File: src/rtl/vis_packetiser.sv
// rtl/vis_packetiser.sv - packs complex visibility words into byte beats with optional per-frame header
// Header bytes 5A, ACCUM/8, seq lo, seq hi; word bytes imvis LSB-first then revis LSB-first.
module vis_packetiser #(
  parameter int ACCUM    = 32,
  parameter int MBYTES   = 1,
  parameter int HEADER   = 1,
  parameter int SEQ_BITS = 16
) (
  input  logic                  clock,
  input  logic                  reset,
  input  logic                  s_tvalid,
  output logic                  s_tready,
  input  logic                  s_tlast,
  input  logic [ACCUM-1:0]      s_revis,
  input  logic [ACCUM-1:0]      s_imvis,
  output logic                  m_tvalid,
  input  logic                  m_tready,
  output logic [MBYTES-1:0]     m_tkeep,
  output logic                  m_tlast,
  output logic [8*MBYTES-1:0]   m_tdata,
  output logic [SEQ_BITS-1:0]   frame_count_o,
  output logic                  busy_o
);

  localparam int WBEATS = (2 * ACCUM / 8) / MBYTES;
  localparam int HBEATS = 4 / MBYTES;
  localparam int SW     = (2 * ACCUM > 32) ? 2 * ACCUM : 32;
  localparam int DW     = 8 * MBYTES;
  localparam int BW     = 5;

  typedef enum logic [1:0] {IDLE, HEAD, DATA} state_t;

  state_t              state_q, state_d;
  logic                in_frame_q, in_frame_d;
  logic [SW-1:0]       sh_q, sh_d;
  logic [BW-1:0]       beat_q, beat_d;
  logic                last_q, last_d;
  logic                m_tvalid_q, m_tvalid_d;
  logic                m_tlast_q, m_tlast_d;
  logic [SEQ_BITS-1:0] frame_count_q, frame_count_d;

  logic        hdr_en;
  logic        accept;
  logic        handshake;
  logic        word_end;
  logic        head_end;
  logic [15:0] seq16;

  assign hdr_en    = (HEADER != 0);
  assign handshake = m_tvalid_q && m_tready;
  assign word_end  = (beat_q == BW'(WBEATS - 1));
  assign head_end  = (beat_q == BW'(HBEATS - 1));
  assign seq16     = 16'(frame_count_q);

  // s_tready is a pure function of state, beat index and m_tready
  always_comb begin
    s_tready = 1'b0;
    case (state_q)
      IDLE:    s_tready = !(hdr_en && !in_frame_q);
      HEAD:    s_tready = m_tready && head_end;
      DATA:    s_tready = m_tready && word_end && !(last_q && hdr_en);
      default: s_tready = 1'b0;
    endcase
    if (reset) s_tready = 1'b0;
  end

  assign accept = s_tvalid && s_tready;

  always_comb begin
    state_d       = state_q;
    in_frame_d    = in_frame_q;
    sh_d          = sh_q;
    beat_d        = beat_q;
    last_d        = last_q;
    frame_count_d = frame_count_q;
    case (state_q)
      IDLE: begin
        if (!accept && hdr_en && !in_frame_q && s_tvalid) begin
          state_d = HEAD;
          sh_d    = SW'({seq16, 8'(ACCUM / 8), 8'h5A});
          beat_d  = '0;
        end
      end
      HEAD: begin
        if (handshake) begin
          if (head_end) begin
            state_d    = IDLE;
            in_frame_d = 1'b1;
          end else begin
            sh_d   = sh_q >> DW;
            beat_d = beat_q + BW'(1);
          end
        end
      end
      DATA: begin
        if (handshake) begin
          if (word_end) begin
            state_d = IDLE;
            if (last_q) begin
              frame_count_d = frame_count_q + SEQ_BITS'(1);
              in_frame_d    = 1'b0;
            end
          end else begin
            sh_d   = sh_q >> DW;
            beat_d = beat_q + BW'(1);
          end
        end
      end
      default: state_d = IDLE;
    endcase
    // an accepted word always wins: load it and go straight to DATA without a bubble
    if (accept) begin
      state_d    = DATA;
      in_frame_d = 1'b1;
      sh_d       = SW'({s_revis, s_imvis});
      beat_d     = '0;
      last_d     = s_tlast;
    end
    m_tvalid_d = (state_d != IDLE);
    m_tlast_d  = (state_d == DATA) && last_d && (beat_d == BW'(WBEATS - 1));
  end

  always_ff @(posedge clock) begin
    if (reset) begin
      state_q       <= IDLE;
      in_frame_q    <= 1'b0;
      sh_q          <= '0;
      beat_q        <= '0;
      last_q        <= 1'b0;
      m_tvalid_q    <= 1'b0;
      m_tlast_q     <= 1'b0;
      frame_count_q <= '0;
    end else begin
      state_q       <= state_d;
      in_frame_q    <= in_frame_d;
      sh_q          <= sh_d;
      beat_q        <= beat_d;
      last_q        <= last_d;
      m_tvalid_q    <= m_tvalid_d;
      m_tlast_q     <= m_tlast_d;
      frame_count_q <= frame_count_d;
    end
  end

  assign m_tvalid      = m_tvalid_q;
  assign m_tlast       = m_tlast_q;
  assign m_tdata       = sh_q[DW-1:0];
  assign m_tkeep       = {MBYTES{m_tvalid_q}};
  assign frame_count_o = frame_count_q;
  assign busy_o        = (state_q != IDLE);

endmodule

File: config.mk
export PLATFORM = sky130hd
export DESIGN_NAME = vis_packetiser
export DESIGN_NICKNAME = d
export VERILOG_FILES = /design/src/rtl/vis_packetiser.sv
export SDC_FILE = /design/constraint.sdc
export NUM_CORES = 1
export LEC_CHECK = 0
export ABC_AREA = 1
export CAP_MARGIN = 20
export CORE_MARGIN = 2
export CORE_UTILIZATION = 57
export DETAILED_ROUTE_END_ITERATION = 10
export HOLD_SLACK_MARGIN = 0.08
export PLACE_DENSITY_LB_ADDON = 0.12
export SYNTH_ARGS = -nofsm -noshare
export SYNTH_HDL_FRONTEND = slang
export SYNTH_SLANG_ARGS = --single-unit
File: constraint.sdc
create_clock -name clock -period 4.25 [get_ports clock]
set_clock_uncertainty 0.1 [all_clocks]
set_input_delay 0.85 -clock clock [delete_from_list [all_inputs] [get_ports clock]]
set_output_delay 0.85 -clock clock [all_outputs]
set_load 0.03 [all_outputs]
==> results.toml, run 1 <==
[status]
status = "finished, final reports clean"

[sta]
fmax_mhz = 327
tightest_slew_ps = 873
relSlewSlack = 0.417
setup_viol = 0
rsz0062_at_grt = "false"
hold_viol = 0
final.setup.worst_slack_ps = 1190
period_share = 0.720
tns_ps = 0
drv_slew = 0
fin_crit_ps = 3060

[detailed_routing]
wl_um = 13500
via_count = 5417
drt_iter0_drc = 317
via_per_inst = 5.54
wire_per_inst_um = 13.8
antenna_left = 0
drc = 0
drt_first_pass_iters = 5

[power]
ir_drop_mv = 0.206
power_mw = 1.94
pwr_density_cell_nw_per_um2 = 315
leakagePower_nw = 2.60

[clocking]
numClockSinks = 91
cts_tree = "done"
cts_max_level = 3
post_cts_buffers = 0
numCtsBuffers = 9
clockRootBuffer = "clkbuf_8"
clk_pin_slew_ps = 90
ctsResizeCount = 0
clk_latency_ps = 360
cts_hold_buffers = 0
clockBufferDepth = 2

[logic_synthesis]
muxShareOfSynthArea = 0
ys_ff_latch = 91
syn_avg_cell_area_um2 = 6.41
yosysMostFrequentCell = "nand2_1"
synthSimpleGateAreaFrac = 0.352
syn_inst = 814
synth_common_cells = "251 x nand2_1, 91 x dfxtp_1, 84 x a21oi_1, 78 x nand3_1, 72 x o21ai_0"
synth_top_area_share = 0.349
yosys-top-cells-area = "dfxtp_1 35%, nand2_1 18%, a21oi_1 8.1%"
synthXorXnorAreaFrac = 0.00672
synthesis.nets = 890
netlist_area_um2 = 5220
ys_async_sr_fraction = 0
seq_area_frac_synth = 0.349
synthAdderAreaFrac = 0.0168
synth_edf_count = 0
synth_cell_type_count = 36
synth_compound_area_frac = 0.163
synth_top_family_by_area = "simple AND/OR/NAND/NOR gates"
yosysTopAreaCell = "dfxtp_1"
ys_warn_count = 0
ys.flop_type = "dfxtp_1"

[layout]
utilization = 0.699
fill_cells = 792
drive_above_1_share = 0.0449
n_antenna_cell = 0
syn_to_final_growth_pct = 18.0
nets = 940
final_cells = 977

[run]
maxCapViolCount = 0

[placed_design]
io_buffers = 97
place_congestion = 0.866
hpwlAfterDp_um = 9310
dpl_worst_slack_ps = 836
dp_cells = 961

[critical_path]
crit_required_ps = 4440
path_buf_inv = 3
cpMaxStageDelayCell = "clkdlybuf4s50_1"
crit_chain = "clkdlybuf4s50_1, nand4_1, nand3_2, nand3_2, buf_4, inv_2, nand2_1, nand2_1, nand3_1, a21oi_1"
path_delay_family = "buffers and inverters"
max_stage_delay_ps = 530
cp-start-kind = "input pin"
worstSetupPathType = "input pin to flip-flop"
cp_data_arrival_time_ps = 3250
worst-path-max-fanout = 47
r2r_setup_slack_ps = 1300
cp-end-kind = "flip-flop"

[floorplan]
die_h_um = 99.7
fp.coreArea_um2 = 8810
boundaryPins = 98
rows = 34
dieArea_um2 = 9930
die_x_um = 99.7
start_util = 0.592

[global_route]
grt_max_degree = 57
grt_pass1_wl_um = 22300
antenna_found_initial = 0
gr-usage-all-layers = 0.272
grt_pass1_vias = 4897
grt_overflow_total = 0

[min_path]
hold_path.class = "flip-flop to flip-flop"
## layer usage
layer,track usage,up-vias,part of all wire
met2,0.449,172,0.47
met1,0.369,2484,0.46
met4,0.0717,0,0.014
li1,-,2740,-
met5,0,-,0
met3,0.0499,21,0.055
## worst min-delay path: cells and delay by family, from the launching register on
| family | cells | cell delay (ps) |
|---|---|---|
| AO/OA/AOI/OAI | 1 | 50 |
| flip-flops | 1 | 320 |
| AND/OR/NAND/NOR | 1 | 60 |
## metrics by stage
stage               hold WS, ps  instance area, um^2
floorplan                   337                 5220
global placement            349                 5970
detailed placement          353                 5970
CTS                         365                 6150
global route                386                 6150
finish                      365                 6150
## registers in the layout, summed over array words and instances, names as in the netlist
signal         count
beat_q             5
state_q            2
sh_q              64
m_tkeep            1
m_tlast            1
frame_count_o     16
last_q             1
in_frame_q         1
## power by group
group	internal (mW)	switching (mW)
clock network	0.273	0.314
logic	0.169	0.241
registers	0.906	0.0317
total	1.35	0.587
## logic make-up (layout without fill, tap and decap cells)
kind of cell | Yosys count | in the layout
compound gates | 166 | 166
xor+xnor | 4 | 4
fa+ha+maj | 7 | 7
buf+inv | 112 | 167
flops | 91 | 91
simple gates | 434 | 434
## final timing paths
kind	start	to	cells after the start
max	m_tready	sh_q[21]	10
min	sh_q[6]	sh_q[6]	2
max reg2reg	beat_q[0]	sh_q[21]	12
min reg2reg	sh_q[6]	sh_q[6]	2
## placed cells by master (no fill, tap or decap), drive strengths merged
cell type        n
buf              9
xor2             3
clkinv           2
a211oi           3
nand2          258
bufinv           1
clkdlybuf4s50   96
nor4             4
nand3           80
clkinvlp         1
xnor2            1
o21ai           73
a31oi            2
o22ai            2
and2             3
nor3b            1
nor2            72
a21oi           84
clkbuf          12
o41ai            1
nand4            8
a22oi            1
or2              1
ha               7
dfxtp           91
nor3             7
inv             46
## final cells by class
class | count | area (um^2) | area share
clock inverters | 4 | 51.3 | 0.00834
repair buffers | 105 | 1030 | 0.167
well taps | 108 | 135 | 0.0220
multi-input cells | 611 | 2810 | 0.457
inverters | 46 | 173 | 0.0281
flip-flops and latches | 91 | 1820 | 0.296
clock buffers | 12 | 135 | 0.0220
Power figures use the tool's default switching activity.
==> run 2: changes to the inputs <==
--- a/config.mk
+++ b/config.mk
@@ -8,7 +8,7 @@
 export ABC_AREA = 1
 export CAP_MARGIN = 20
 export CORE_MARGIN = 2
-export CORE_UTILIZATION = 57
+export CORE_UTILIZATION = 53
 export DETAILED_ROUTE_END_ITERATION = 10
 export HOLD_SLACK_MARGIN = 0.08
 export PLACE_DENSITY_LB_ADDON = 0.12
==> constraint.sdc (replaced) <==
create_clock -name clock -period 2.85 [get_ports clock]
set_clock_uncertainty 0.1 [all_clocks]
set_input_delay 0.57 -clock clock [delete_from_list [all_inputs] [get_ports clock]]
set_output_delay 0.57 -clock clock [all_outputs]
set_load 0.03 [all_outputs]
==> run 2 against run 1 <==
- power increased by 56%
- register-to-register slack got worse by 1000 ps
- routed wire length decreased by 0.53%
- utilization decreased by 4.0 points
- first-iteration DRC count decreased by 23%
- die area increased by 7.2%
- design area increased by 3.2%
- critical endpoint unchanged
- largest power group unchanged
- highest routed layer unchanged
==> results.toml, run 2 (synthesized netlist as in run 1, its figures left out) <==
[power]
p_seq_frac = 0.464
pwr_density_cell_nw_per_um2 = 474
leakagePower_nw = 2.70
p_clk_frac = 0.327
ir_drop_mv = 0.276
p_int_mw = 2.14
swShare = 0.289
pwr-share-comb = 0.210
power_mw = 3.01
p_sw_mw = 0.871

[global_route]
grt_overflow_total = 0
antenna_found_initial = 0
grt_pass1_vias = 4827
gr-usage-all-layers = 0.254
grt_max_degree = 56
grt_pass1_wl_um = 21700

[placed_design]
io_buffers = 97
place_congestion = 0.918
hpwlAfterDp_um = 9480
dp_cells = 995

[sta]
drv_slew = 0
fmax_mhz = 387
fin_crit_ps = 2590
setup_viol = 0
relSlewSlack = 0.638
tns_ps = 0
tightest_slew_ps = 541
rsz0062_at_grt = "false"
period_share = 0.908
hold_viol = 0
hold_slack_ps = 365

[clocking]
cts_max_level = 3
cts_hold_buffers = 0
clk_pin_slew_ps = 80
ctsResizeCount = 0
clk_latency_ps = 360
clockBufferDepth = 2
clockRootBuffer = "clkbuf_8"
numClockSinks = 91
post_cts_buffers = 0
cts_tree = "done"
numCtsBuffers = 9

[layout]
multiInputGateArea_um2 = 2810
largest_reg_flops = 64
final_cells = 1010
seqCellArea_um2 = 1820
mostFrequentLayoutCells = "251 x nand2_1, 96 x clkdlybuf4s50_1, 91 x dfxtp_1"
syn_to_final_growth_pct = 21.8
fill_cells = 901
drive_above_1_share = 0.0570
n_antenna_cell = 0
final_common_cell = "nand2_1"
regMostFlops = "sh_q"
utilization = 0.659
nets = 949

[critical_path]
crit_top_cell = "nand2_2"
worst-path-max-fanout = 29
cp_data_arrival_time_ps = 2710
path_delay_family = "simple AND/OR/NAND/NOR gates"
cp-start-kind = "flip-flop"
max_stage_delay_ps = 450
path_buf_inv = 0
cp-end-kind = "flip-flop"
crit_chain = "ha_1, nand2_2, nor2_4, nand4_2, nand3_2, nand3_2, nand2_2, nand2_2, nand2_1, a21oi_1"
worstSetupPathType = "flip-flop to flip-flop"
cpMaxStageDelayCell = "dfxtp_1"
crit_required_ps = 2970

[detailed_routing]
drt_first_pass_iters = 5
via_per_inst = 5.33
via_count = 5381
drt_iter0_drc = 245
wl_um = 13400
antenna_left = 0
drc = 0
wire_per_inst_um = 13.3

[floorplan]
boundaryPins = 98
rows = 36
dieArea_um2 = 10600
die_x_um = 103
fp.coreArea_um2 = 9640
start_util = 0.541
die_h_um = 103

[run]
maxCapViolCount = 0

[min_path]
hold_path.class = "flip-flop to flip-flop"

[status]
status = "finished, final reports clean"
[run 2: cell type report]
cell class	instances	share of cell area
clock inverters	5	0.0134
repair buffers	114	0.182
inverters	46	0.0272
multi-input cells	611	0.442
flip-flops and latches	91	0.287
clock buffers	10	0.0217
well taps	133	0.0262
[run 2: worst reg2reg max path, cell delays in order, from the launching register on]
cell,delay (ps)
dfxtp_1,450
ha_1,260
nand2_2,90
nor2_4,170
nand4_2,100
nand3_2,110
nand3_2,280
nand2_2,270
nand2_2,360
nand2_1,180
a21oi_1,80
[run 2: worst paths after layout]
| path | slack [ps] | end | from | cells after the start |
|---|---|---|---|---|
| max | 260 | sh_q[21] | beat_q[0] | 10 |
| min | 370 | sh_q[3] | sh_q[3] | 2 |
| max reg2reg | 260 | sh_q[21] | beat_q[0] | 10 |
| min reg2reg | 370 | sh_q[3] | sh_q[3] | 2 |
[run 2: routing by layer]
metal / track usage / up-vias / routed length, um
met4: 0.112 / 0 / 386
li1: - / 2755 / -
met1: 0.334 / 2404 / 6050
met2: 0.413 / 187 / 6250
met5: 0 / - / 0
met3: 0.0397 / 35 / 753
[run 2: power by group through the flow]
stage / Sequential [mW] / Clock, mW / Combinational (mW)
after floorplan: 1.42 / 0 / 0.471
after global placement: 1.42 / 0 / 0.618
after detailed placement: 1.42 / 0 / 0.629
after CTS: 1.40 / 0.999 / 0.630
after global routing: 1.41 / 1.04 / 0.701
final: 1.40 / 0.984 / 0.631
[run 2: stage by stage]
stage	worst slack, ps	instance area, um^2
6_report	263	6350
4_1_cts	268	6350
3_3_place_gp	175	6130
3_5_place_dp	56.9	6130
5_1_grt	22.3	6350
2_1_floorplan	837	5220
